===== src/rtl/mux_nx1_scan.sv =====
// N-to-1 registered multiplexer with manual select and an auto-scan mode that
// dwells DWELL cycles on each enabled channel, skipping disabled ones with wrap.
module mux_nx1_scan #(
  parameter int N     = 4,
  parameter int W     = 1,
  parameter int DWELL = 4,
  localparam int SW   = (N <= 2) ? 1 : $clog2(N)
) (
  input  logic            clk,
  input  logic            rst,
  input  logic [N*W-1:0]  i_data,
  input  logic            mode,
  input  logic [SW-1:0]   sel,
  input  logic [N-1:0]    en_mask,
  output logic [W-1:0]    y,
  output logic            y_valid,
  output logic [SW-1:0]   cur_sel,
  output logic [1:0]      dbg_state
);

  localparam int CW = (DWELL > 1) ? $clog2(DWELL) : 1;

  typedef enum logic [1:0] {
    MANUAL = 2'd0,
    SCAN   = 2'd1,
    EMPTY  = 2'd2
  } state_t;

  state_t          state_q, state_d;
  logic [CW-1:0]   cnt_q, cnt_d;
  logic [SW-1:0]   cur_sel_q, cur_sel_d;
  logic [W-1:0]    y_q, y_d;
  logic            y_valid_q, y_valid_d;

  logic [SW-1:0]   sel_c;
  logic [SW-1:0]   idx;
  logic [SW-1:0]   nxt;
  logic            found;
  logic            hold;
  logic [SW-1:0]   c;

  always_comb begin
    state_d   = state_q;
    cnt_d     = cnt_q;
    cur_sel_d = cur_sel_q;
    y_d       = y_q;
    y_valid_d = y_valid_q;
    sel_c     = sel;
    idx       = '0;
    nxt       = cur_sel_q;
    found     = 1'b0;
    hold      = 1'b0;
    c         = cur_sel_q;

    if (int'(sel) >= N) sel_c = SW'(N - 1);

    // Search starts just past the current channel and ends on it, so a lone
    // enabled channel finds itself.
    for (int i = 1; i <= N; i++) begin
      idx = SW'((int'(cur_sel_q) + i) % N);
      if (!found && en_mask[idx]) begin
        found = 1'b1;
        nxt   = idx;
      end
    end

    hold = en_mask[cur_sel_q] &&
           !(state_q == SCAN && cnt_q == CW'(DWELL - 1));
    c    = hold ? cur_sel_q : nxt;

    if (!mode) begin
      state_d   = MANUAL;
      cur_sel_d = sel_c;
      y_d       = i_data[int'(sel_c)*W +: W];
      y_valid_d = 1'b1;
      cnt_d     = '0;
    end else if (en_mask == '0) begin
      state_d   = EMPTY;
      y_d       = '0;
      y_valid_d = 1'b0;
      cnt_d     = '0;
    end else begin
      state_d   = SCAN;
      cur_sel_d = c;
      y_d       = i_data[int'(c)*W +: W];
      y_valid_d = 1'b1;
      // Counting continues only while already scanning and staying put.
      cnt_d     = (state_q == SCAN && hold) ? cnt_q + CW'(1) : '0;
    end
  end

  always_ff @(posedge clk or posedge rst) begin
    if (rst) begin
      state_q   <= MANUAL;
      cnt_q     <= '0;
      cur_sel_q <= '0;
      y_q       <= '0;
      y_valid_q <= 1'b0;
    end else begin
      state_q   <= state_d;
      cnt_q     <= cnt_d;
      cur_sel_q <= cur_sel_d;
      y_q       <= y_d;
      y_valid_q <= y_valid_d;
    end
  end

  assign y         = y_q;
  assign y_valid   = y_valid_q;
  assign cur_sel   = cur_sel_q;
  assign dbg_state = state_q;

endmodule


===== config.mk =====
export PLATFORM = sky130hd
export DESIGN_NAME = mux_nx1_scan
export DESIGN_NICKNAME = d
export VERILOG_FILES = /design/src/rtl/mux_nx1_scan.sv
export SDC_FILE = /design/constraint.sdc
export NUM_CORES = 1
export LEC_CHECK = 0
export CORE_MARGIN = 3
export CORE_UTILIZATION = 45
export DETAILED_ROUTE_END_ITERATION = 8
export DONT_BUFFER_PORTS = 1
export SYNTH_ARGS = -nofsm -noshare
export SYNTH_HDL_FRONTEND = slang
export SYNTH_SLANG_ARGS = --single-unit

===== constraint.sdc =====
create_clock -name clk -period 2.7 [get_ports clk]
set_input_delay 0.405 -clock clk [delete_from_list [all_inputs] [get_ports clk]]
set_output_delay 0.405 -clock clk [all_outputs]
set_load 0.02 [all_outputs]

==> flow_summary.yaml <==
cts:
  cts.clk_slew.worst_paths_ns: 0.05
  numCtsBuffers: 3
  htree_levels: 1
  tritoncts: "yes"
  cts-root-buf: "clkbuf_4"
  cts_setup_buffers: 0
  clock_latency_ns: 0.25
  clock-sinks: 8
  cts_buffer_depth: 2
hold_path:
  hp-class: "in -> reg"
  worstHoldStart: "mode"
  hold_end: "cur_sel[1]$_DFFE_PP0N_"
  whs_path_depth: 1
power_and_ir_drop:
  p_int_uw: 261.0
  power_density_mw_per_mm2: 605.4
  comb_power_share_pct: 39.4
  power.share.switching_pct: 34.73
  power_leakage_uw: 0.0002883
  seqPwrFrac_pct: 39.0
  ir_worst_vdd_mv: 0.4607
  p_sw_uw: 138.9
  clock_power_share_pct: 21.6
logic_synthesis:
  syn_inst: 63
  syn_area_per_cell_um2: 9.533
  ys_seq_area_share_pct: 33.33
  synth_edf_count: 0
  synth_area_um2: 600.6
  synth_nets: 77
  yosys_most_used_dff: "dfrtp_1"
  yosys_warnings: 0
  synthArstFlopShare_pct: 100.0
  ys_types: 34
  synth-seq-cells: 8
critical_path:
  cp-end-kind: "flop"
  rrSetupSlack_ns: 0.41
  critical_path.max_fanout: 9
  cp.required_ns: 2.82
  cp-start-kind: "flop"
  critPathArrivalTime_ns: 2.40
  crit_type: "reg -> reg"
  r2r_start: "cur_sel[0]$_DFFE_PP0N_"
  worstReg2RegEnd: "y$_DFF_PP0_"
  reg2reg_depth: 5
final_layout:
  diodes: 0
  multi_input_area_um2: 365.4
  final_util_pct: 56.41
  area_growth_pct: 10.00
  drive_gt1_share_pct: 11.94
  final_cell_mix: "8 x dfrtp_1, 6 x inv_1, 6 x nor2_1"
  stdcell_count: 81
  fin_nets: 83
  final_common_cell: "dfrtp_1"
  register_area_um2: 200.2
  fill_cells: 104
timing:
  grt_setup_unrepaired: "false"
  setup_viol: 0
  period_needed_ns: 2.285
  min_period_over_period_pct: 84.63
  finalSetupTns_ns: 0
  worst_slack_ns: 0.4149
  finClkSkew_ns: 0.004017
  slew_violations: 0
  slew_headroom_pct: 71.69
  tightest_slew_ns: 0.4139
  finalHoldViolations: 0
  max_freq_mhz: 437.6
placed_design:
  place_inst: 77
  portBuffers: 0
  place.gp.congestion: 0.7452
  place_ws_ns: 0.4548
  hpwl_um: 993.3
die:
  start_util_pct: 51.28
  std_cell_rows: 12
  ioPinCount: 19
  die_x_um: 42.53
  die_h_um: 42.53
  design.core.area_mm2: 0.001171
  die_area_mm2: 0.001809
drt:
  routedWlPerCell_um: 15.04
  drc: 0
  dr.pass1.iters: 4
  vias: 495
  vias_per_cell: 6.111
  drtIter0Drc: 9
  drt-total-wl_mm: 1.218
  final_antenna_net_count: 0
global_route:
  grt_pass1_vias: 421
  grt_overflow_total: 0
  grt_pass1_wl_mm: 1.966
  grt_start_max_net_pins: 10
  track_usage_pct: 14.60
  antenna_found_initial: 0
run:
  cap_violations: 0
run_status:
  status: "finished, final reports clean"
[what timing repair did]
| item | 4_1_cts | 5_1_grt |
|---|---|---|
| endpoints found under the setup margin | 0 | 0 |
| endpoints found under the hold margin | 8 | 0 |
| hold buffers | 1 | 0 |
| gates resized for setup | 0 | 0 |
[flip-flops by register name, indices dropped and copies added (netlist names)]
signal and flops:
cur_sel 2, cnt_q 2, y 1, y_valid 1, dbg_state 2
[metrics by stage]
step,cell area (um^2),hold WS (ns),power (uW)
6_report,660.6,0.2426,399.9
5_1_grt,660.6,0.2264,432.5
4_1_cts,660.6,0.2335,405.2
3_5_place_dp,628.1,0.2612,314.0
3_3_place_gp,628.1,0.2557,314.8
2_1_floorplan,600.6,0.2207,280.7
[routing by layer]
metal	track usage, %	wire length (um)
met5	0	0
met4	3.727	0
met3	7.296	115
met2	17.93	508
met1	22.02	594
[cells by family after synthesis]
logic type | synth area share [%]
muxes | 13.54
buffers and inverters | 5.831
adders and majority gates | 2.083
xor gates and xnor gates | 1.459
and+or+nand+nor | 26.67
DFF | 33.33
AOI/OAI and AO/OA | 17.09
[layout make-up]
type | instances | area share [%]
Clock buffer | 3 | 3.409
Inverter | 6 | 3.409
Multi-Input combinational cell | 46 | 55.30
Sequential cell | 8 | 30.30
Tap cell | 14 | 2.652
Timing Repair Buffer | 4 | 4.924
[critical path, cell delays in order, from the launching register on]
cell and delay (ns):
dfrtp_1 0.46, and4b_1 0.23, or4_1 0.60, o311ai_0 0.36, nor4bb_1 0.39, o32ai_1 0.12
[worst max path at each step]
stage / cells after the start / slack (ns) / startpoint / end
2_1_floorplan: 6 / 0.51 / cur_sel[0]$_DFFE_PP0N_ / y$_DFF_PP0_
3_3_place_gp: 5 / 0.45 / cur_sel[0]$_DFFE_PP0N_ / y$_DFF_PP0_
3_5_place_dp: 5 / 0.45 / cur_sel[0]$_DFFE_PP0N_ / y$_DFF_PP0_
4_1_cts: 5 / 0.45 / cur_sel[0]$_DFFE_PP0N_ / y$_DFF_PP0_
5_1_grt: 5 / 0.30 / cur_sel[0]$_DFFE_PP0N_ / y$_DFF_PP0_
6_report: 5 / 0.41 / cur_sel[0]$_DFFE_PP0N_ / y$_DFF_PP0_
[Yosys cell counts (2+ instances only)]
cell | count | share of area, %
nor4bb_1 | 2 | 3.3
nand2_1 | 5 | 3.1
mux2_1 | 2 | 3.7
o311a_1 | 2 | 3.3
nor3b_1 | 2 | 2.5
a21oi_1 | 2 | 1.7
nor2_1 | 6 | 3.7
dfrtp_1 | 8 | 33
nor3_1 | 2 | 1.7
o311ai_0 | 2 | 2.9
inv_1 | 6 | 3.7
nand3b_1 | 2 | 2.5
[power groups by stage]
stage / clock [uW] / sequential (uW) / combinational (uW)
final: 86.2 / 156 / 158
after CTS: 91.5 / 156 / 158
after global routing: 102 / 158 / 172
after global placement: 0 / 157 / 158
after detailed placement: 0 / 157 / 157
after floorplan: 0 / 163 / 118
No activity file was read; power rests on OpenSTA's default activity.
